## src/rtl/mdu_iter.sv

```systemverilog
// Iterative RV M-extension multiply/divide unit.
// Shift-add multiply retiring MUL_BPC multiplier bits per cycle, restoring
// divide retiring one quotient bit per cycle, single-cycle path for divide by
// zero and signed overflow. One op in flight; kill aborts it without a result.
module mdu_iter #(
    parameter int unsigned XLEN    = 32,
    parameter int unsigned MUL_BPC = 2
) (
    input  logic            clk,
    input  logic            rst,
    input  logic            strb,
    input  logic [XLEN-1:0] a,
    input  logic [XLEN-1:0] b,
    input  logic [2:0]      op,
    input  logic            kill,
    output logic            busy,
    output logic            valid,
    output logic [XLEN-1:0] res
);

    localparam int unsigned MUL_ITER = XLEN / MUL_BPC;
    localparam int unsigned CNT_W    = $clog2(XLEN);
    localparam int unsigned PW       = XLEN + MUL_BPC;
    localparam int unsigned X2       = 2 * XLEN;

    localparam logic [2:0] OP_MUL    = 3'b000;
    localparam logic [2:0] OP_MULH   = 3'b001;
    localparam logic [2:0] OP_MULHSU = 3'b010;
    localparam logic [2:0] OP_MULHU  = 3'b011;
    localparam logic [2:0] OP_DIV    = 3'b100;
    localparam logic [2:0] OP_DIVU   = 3'b101;
    localparam logic [2:0] OP_REM    = 3'b110;
    localparam logic [2:0] OP_REMU   = 3'b111;

    typedef enum logic [2:0] {
        S_IDLE,
        S_MUL,
        S_DIV,
        S_FIN,
        S_FAST
    } state_t;

    state_t            r_state;
    state_t            w_state_nxt;
    logic              w_accept;
    logic              w_done;

    logic [CNT_W-1:0]  r_cnt;
    logic [2:0]        r_op;
    logic              r_neg;
    logic              r_sa;
    logic [XLEN-1:0]   r_opa;
    logic [XLEN-1:0]   r_opb;
    logic [X2-1:0]     r_prod;
    logic [XLEN-1:0]   r_quo;
    logic [XLEN-1:0]   r_rem;
    logic [XLEN-1:0]   r_fres;

    logic              r_busy;
    logic              r_valid;
    logic [XLEN-1:0]   r_res;

    logic              w_a_signed;
    logic              w_b_signed;
    logic              w_sa;
    logic              w_sb;
    logic [XLEN-1:0]   w_ma;
    logic [XLEN-1:0]   w_mb;
    logic              w_b_zero;
    logic              w_ovf;
    logic              w_fast;
    logic [XLEN-1:0]   w_fres;

    logic [PW-1:0]     w_pp;
    logic [PW-1:0]     w_psum;
    logic [X2-1:0]     w_prod_step;

    logic [XLEN:0]     w_shift;
    logic [XLEN:0]     w_diff;
    logic              w_ge;
    logic [XLEN-1:0]   w_rem_step;

    logic [X2-1:0]     w_prod_s;
    logic [XLEN-1:0]   w_quo_s;
    logic [XLEN-1:0]   w_rem_s;
    logic [XLEN-1:0]   w_result;

    // Operand decode at accept: signedness, magnitudes and fast-path result.
    always_comb begin
        w_a_signed = (op == OP_MUL) || (op == OP_MULH) || (op == OP_MULHSU) ||
                     (op == OP_DIV) || (op == OP_REM);
        w_b_signed = (op == OP_MUL) || (op == OP_MULH) ||
                     (op == OP_DIV) || (op == OP_REM);
        w_sa       = w_a_signed & a[XLEN-1];
        w_sb       = w_b_signed & b[XLEN-1];
        w_ma       = w_sa ? (XLEN'(0) - a) : a;
        w_mb       = w_sb ? (XLEN'(0) - b) : b;
        w_b_zero   = (b == '0);
        w_ovf      = ((op == OP_DIV) || (op == OP_REM)) &&
                     (a == {1'b1, {(XLEN-1){1'b0}}}) && (b == '1);
        w_fast     = op[2] && (w_b_zero || w_ovf);
        if (w_b_zero) begin
            w_fres = op[1] ? a : '1;
        end else begin
            w_fres = op[1] ? '0 : a;
        end
    end

    // One multiply step: add multiplicand times the low multiplier digit into
    // the high half, then shift the whole product register right one digit.
    always_comb begin
        w_pp        = PW'(r_opa) * PW'(r_prod[MUL_BPC-1:0]);
        w_psum      = PW'(r_prod[X2-1:XLEN]) + w_pp;
        w_prod_step = X2'({w_psum, r_prod[XLEN-1:0]} >> MUL_BPC);
    end

    // One restoring divide step on an XLEN+1 bit shifted partial remainder.
    always_comb begin
        w_shift    = {r_rem, r_quo[XLEN-1]};
        w_diff     = w_shift - {1'b0, r_opb};
        w_ge       = (w_shift >= {1'b0, r_opb});
        w_rem_step = XLEN'(w_ge ? w_diff : w_shift);
    end

    // Sign fix-up and result select at completion.
    always_comb begin
        w_prod_s = r_neg ? (X2'(0) - r_prod) : r_prod;
        w_quo_s  = r_neg ? (XLEN'(0) - r_quo) : r_quo;
        w_rem_s  = r_sa ? (XLEN'(0) - r_rem) : r_rem;
        w_result = '0;
        if (r_state == S_FAST) begin
            w_result = r_fres;
        end else begin
            case (r_op)
                OP_MUL:                        w_result = w_prod_s[XLEN-1:0];
                OP_MULH, OP_MULHSU, OP_MULHU:  w_result = w_prod_s[X2-1:XLEN];
                OP_DIV, OP_DIVU:               w_result = w_quo_s;
                OP_REM, OP_REMU:               w_result = w_rem_s;
                default:                       w_result = '0;
            endcase
        end
    end

    // State register.
    always_ff @(posedge clk) begin
        if (rst) begin
            r_state <= S_IDLE;
        end else begin
            r_state <= w_state_nxt;
        end
    end

    // Next-state logic; kill aborts any busy state and blocks a new accept.
    always_comb begin
        w_state_nxt = r_state;
        w_accept    = 1'b0;
        w_done      = 1'b0;
        case (r_state)
            S_IDLE: begin
                if (strb && !kill) begin
                    w_accept = 1'b1;
                    if (w_fast) begin
                        w_state_nxt = S_FAST;
                    end else if (op[2]) begin
                        w_state_nxt = S_DIV;
                    end else begin
                        w_state_nxt = S_MUL;
                    end
                end
            end
            S_MUL: begin
                if (kill) begin
                    w_state_nxt = S_IDLE;
                end else if (r_cnt == CNT_W'(MUL_ITER - 1)) begin
                    w_state_nxt = S_FIN;
                end
            end
            S_DIV: begin
                if (kill) begin
                    w_state_nxt = S_IDLE;
                end else if (r_cnt == CNT_W'(XLEN - 1)) begin
                    w_state_nxt = S_FIN;
                end
            end
            S_FIN, S_FAST: begin
                w_state_nxt = S_IDLE;
                w_done      = !kill;
            end
            default: begin
                w_state_nxt = S_IDLE;
            end
        endcase
    end

    // Registered handshake outputs and result.
    always_ff @(posedge clk) begin
        if (rst) begin
            r_busy  <= 1'b0;
            r_valid <= 1'b0;
            r_res   <= '0;
        end else begin
            r_busy  <= (w_state_nxt != S_IDLE);
            r_valid <= w_done;
            if (w_done) begin
                r_res <= w_result;
            end
        end
    end

    // Datapath: capture operands on accept, then iterate in MUL/DIV.
    always_ff @(posedge clk) begin
        if (w_accept) begin
            r_op   <= op;
            r_neg  <= w_sa ^ w_sb;
            r_sa   <= w_sa;
            r_opa  <= w_ma;
            r_opb  <= w_mb;
            r_prod <= {XLEN'(0), w_mb};
            r_quo  <= w_ma;
            r_rem  <= '0;
            r_cnt  <= '0;
            r_fres <= w_fres;
        end else if (r_state == S_MUL) begin
            r_prod <= w_prod_step;
            r_cnt  <= r_cnt + CNT_W'(1);
        end else if (r_state == S_DIV) begin
            r_quo  <= {r_quo[XLEN-2:0], w_ge};
            r_rem  <= w_rem_step;
            r_cnt  <= r_cnt + CNT_W'(1);
        end
    end

    assign busy  = r_busy;
    assign valid = r_valid;
    assign res   = r_res;

endmodule

```

## config.mk

```make
export PLATFORM = sky130hd
export DESIGN_NAME = mdu_iter
export DESIGN_NICKNAME = d
export VERILOG_FILES = /design/src/rtl/mdu_iter.sv
export SDC_FILE = /design/constraint.sdc
export NUM_CORES = 1
export LEC_CHECK = 0
export BUFFER_PORTS_ARGS = -buffer_cell sky130_fd_sc_hd__buf_2
export CORE_MARGIN = 8
export CORE_UTILIZATION = 60
export CTS_BUF_LIST = sky130_fd_sc_hd__clkbuf_8
export DETAILED_ROUTE_END_ITERATION = 12
export GPL_TIMING_DRIVEN = 1
export PLACE_DENSITY_LB_ADDON = 0.3
export SYNTH_ARGS = -nofsm -noshare
export SYNTH_HDL_FRONTEND = slang
export SYNTH_SLANG_ARGS = --single-unit
```

## constraint.sdc

```tcl
create_clock -name clk -period 5.78 [get_ports clk]
set_input_delay 0.578 -clock clk [delete_from_list [all_inputs] [get_ports clk]]
set_output_delay 0.578 -clock clk [all_outputs]
set_load 0.05 [all_outputs]
```

==> reports/results.ini <==
[floorplan]
start_util = 0.607
chipWidth_um = 197
rows = 66
core_area_um2 = 32400
num_io_pins = 105
die-area_um2 = 38800
die_h_um = 197

[timing]
finalCriticalPeriod_ns = 4.59
rsz0062_at_grt = no
relSlewSlack = 0.224
final.setup.tns_ns = 0
max_clock_freq_mhz = 218
setup_viol = 0
skew_ns = 0.0258
period_share = 0.794
finalWorstSetupSlack_ns = 1.19
worst_slew_pin_slew_ns = 1.16
finalHoldViolations = 0
slew_viol_final = 0

[cells_and_area]
fin_nets = 2543
drive_gt1_frac = 0.0965
final_cells = 2846
final_common_cell = nand2_1
area_growth_pct = 8.95
fill_cells = 2819
layout.cells.most_common_list = nand2_1 (393), inv_1 (168), edfxtp_1 (165), o21ai_0 (162), a21oi_1 (131)

[clock_network]
cts_hold_buf = 0
cts_max_path_buffers = 3
cts_tree = built
clk_pin_slew_ns = 0.06
ctsResizeCount = 0
insertion_delay_ns = 0.61
root_buffer = clkbuf_8
htree_levels = 2
cts.sinks = 271
post-cts-setup-buffer-count = 0
cts_buffers = 48

[routing]
drtIter0Drc = 2162
drc = 0
dr.pass1.iters = 6
viasPerCell = 6.47
postRouteAntennaNets = 0
routedWlPerCell_um = 22.5
vias = 18400
finalWirelength_um = 64200

[setup_path]
slowest_delay_ns = 0.79
crit_slowest_cell = a2111oi_0
worstPathCellList = and2_1, fa_1, ha_1, fa_1, a211oi_1, o21ai_0, nand4b_1, nand3_1, a2111oi_0, nor3_1, nand2b_1, a2111oi_0, a211oi_1
critPathMaxFanout = 5
cp.arrival_ns = 5.06
crit_type = flip-flop to flip-flop
worstPathRequired_ns = 6.25
start_kind = flip-flop
end_kind = flip-flop

[yosys]
syn_avg_cell_area_um2 = 8.54
seq_area_frac_synth = 0.360
async_reset_ff_frac = 0
synth_top_area_frac = 0.252
syn_area_um2 = 19700
post_synth_num_cell_types = 79
syn_inst = 2302
yosysTopAreaCell = edfxtp_1
synth_ff_type = edfxtp_1
synth-edff-count = 165
synth_area_leaders = edfxtp_1 (25%), dfxtp_1 (11%), nand2_1 (7.5%)
synth_fp_nets = 2480
yosysWarningCount = 0
synth_seq_cells = 271

[place]
io_buffer_count = 104
hpwl_um = 48500
placedCellCount = 2756
place_ws_ns = 1.30
routabilityCongestion = 1.00

[pwr]
leakagePower_nw = 8.83
power_density_nw_per_um2 = 291
peakVddDrop_uv = 207

[flow_run]
drv_cap = 0

[grt]
grt_max_degree = 110
grtUsageTotal = 0.323
antenna_found_initial = 2
grt_pass1_vias = 17400
grt_pass1_wl_um = 98500
grt-ovfl-total = 0

[status]
outcome = complete, no violations

[min_path]
min_path_type = input port to flip-flop

-- cell usage after synthesis, types with 5 or more instances --
library cell	count
a211oi_1	21
nor3_1	54
maj3_1	32
clkbuf_1	108
a221oi_1	17
nor4_1	30
a21oi_1	131
edfxtp_1	165
nand2b_1	15
xnor2_1	117
o21ai_0	162
nand2_1	395
o21ai_1	14
buf_1	6
nor2b_1	9
dfxtp_1	106
xor2_1	107
or3_1	16
and4_1	5
o221ai_1	7
o31ai_1	39
a2111oi_0	5
and3_1	11
nor3b_1	5
a31oi_1	17
mux2_2	8
or2_2	8
o211ai_1	16
inv_1	143
and2_1	22
o41ai_1	20
nand3_1	47
mux2i_1	32
fa_1	33
o22ai_1	21
nand4_1	26
a21o_1	33
ha_1	74
nor2_1	109
or4_1	30
nand4b_1	6
o21a_1	12
-- worst max-delay path: cells and delay by family (launching register included) --
kind,cells,cell delay (ns)
simple gates,5,1.03
flops,1,0.41
fa+ha+maj,3,1.17
compound gates,5,1.86
-- worst paths after layout --
kind	start	end	slack, ns	cells past startpoint
worst max-delay path	r_prod[1]	r_prod[63]	1.19	13
worst min register to register	res[19]	res[19]	0.44	2
worst max register to register	r_prod[1]	r_prod[63]	1.19	13
worst min-delay path	b[0]	r_opb[0]	0.22	1
-- report_power, final --
group | switching, W | leakage (nW) | internal, W
clock | 0.000841 | 0.546 | 0.000842
combinational | 0.00130 | 5.86 | 0.000787
sequential | 0.000219 | 2.42 | 0.00225
total | 0.00236 | 8.83 | 0.00388
-- cell type report --
cell class,count,area (um^2),area share
multi-input combinational,1771,11700,0.544
sequential,271,7080,0.330
clock buffer,53,729,0.0341
timing repair buffer,130,713,0.0333
tap,442,553,0.0258
inverter,143,542,0.0253
clock inverter,35,151,0.00707
antenna,1,2.50,0.000117
-- stage by stage --
| step | utilization | power (W) | hold WS [ns] | cell area [um^2] |
|---|---|---|---|---|
| 5_1_grt | 0.662 | 0.00655 | 0.221 | 21400 |
| 3_3_place_gp | 0.634 | 0.00448 | 0.423 | 20500 |
| 2_1_floorplan | - | 0.00393 | 0.441 | 19700 |
| 4_1_cts | 0.661 | 0.00619 | 0.197 | 21400 |
| 6_report | 0.662 | 0.00624 | 0.225 | 21400 |
| 3_5_place_dp | 0.634 | 0.00453 | 0.430 | 20500 |
-- flip-flops by register name (all words and copies together), names as in the netlist, 3 cells and up --
register / count
r_cnt: 5
r_fres: 32
r_op: 3
r_opa: 32
r_opb: 32
r_prod: 64
r_quo: 32
r_rem: 32
r_state: 3
res: 32
-- metal layers --
metal / GRT usage / part of all wire / routed length (um)
met1: 0.437 / 0.41 / 26200
met5: 0 / 0.00020 / 13
met2: 0.498 / 0.44 / 28200
met4: 0.122 / 0.038 / 2430
met3: 0.0755 / 0.11 / 7360
-- cells by family after synthesis --
group,count (synthesis),share of synthesized area
compound gates,562,0.180
xor+xnor,224,0.0998
fa+ha+maj,139,0.0970
buf+inv,260,0.0498
flops,271,0.360
mux,40,0.0209
simple gates,806,0.193
Power figures use the tool's default switching activity.
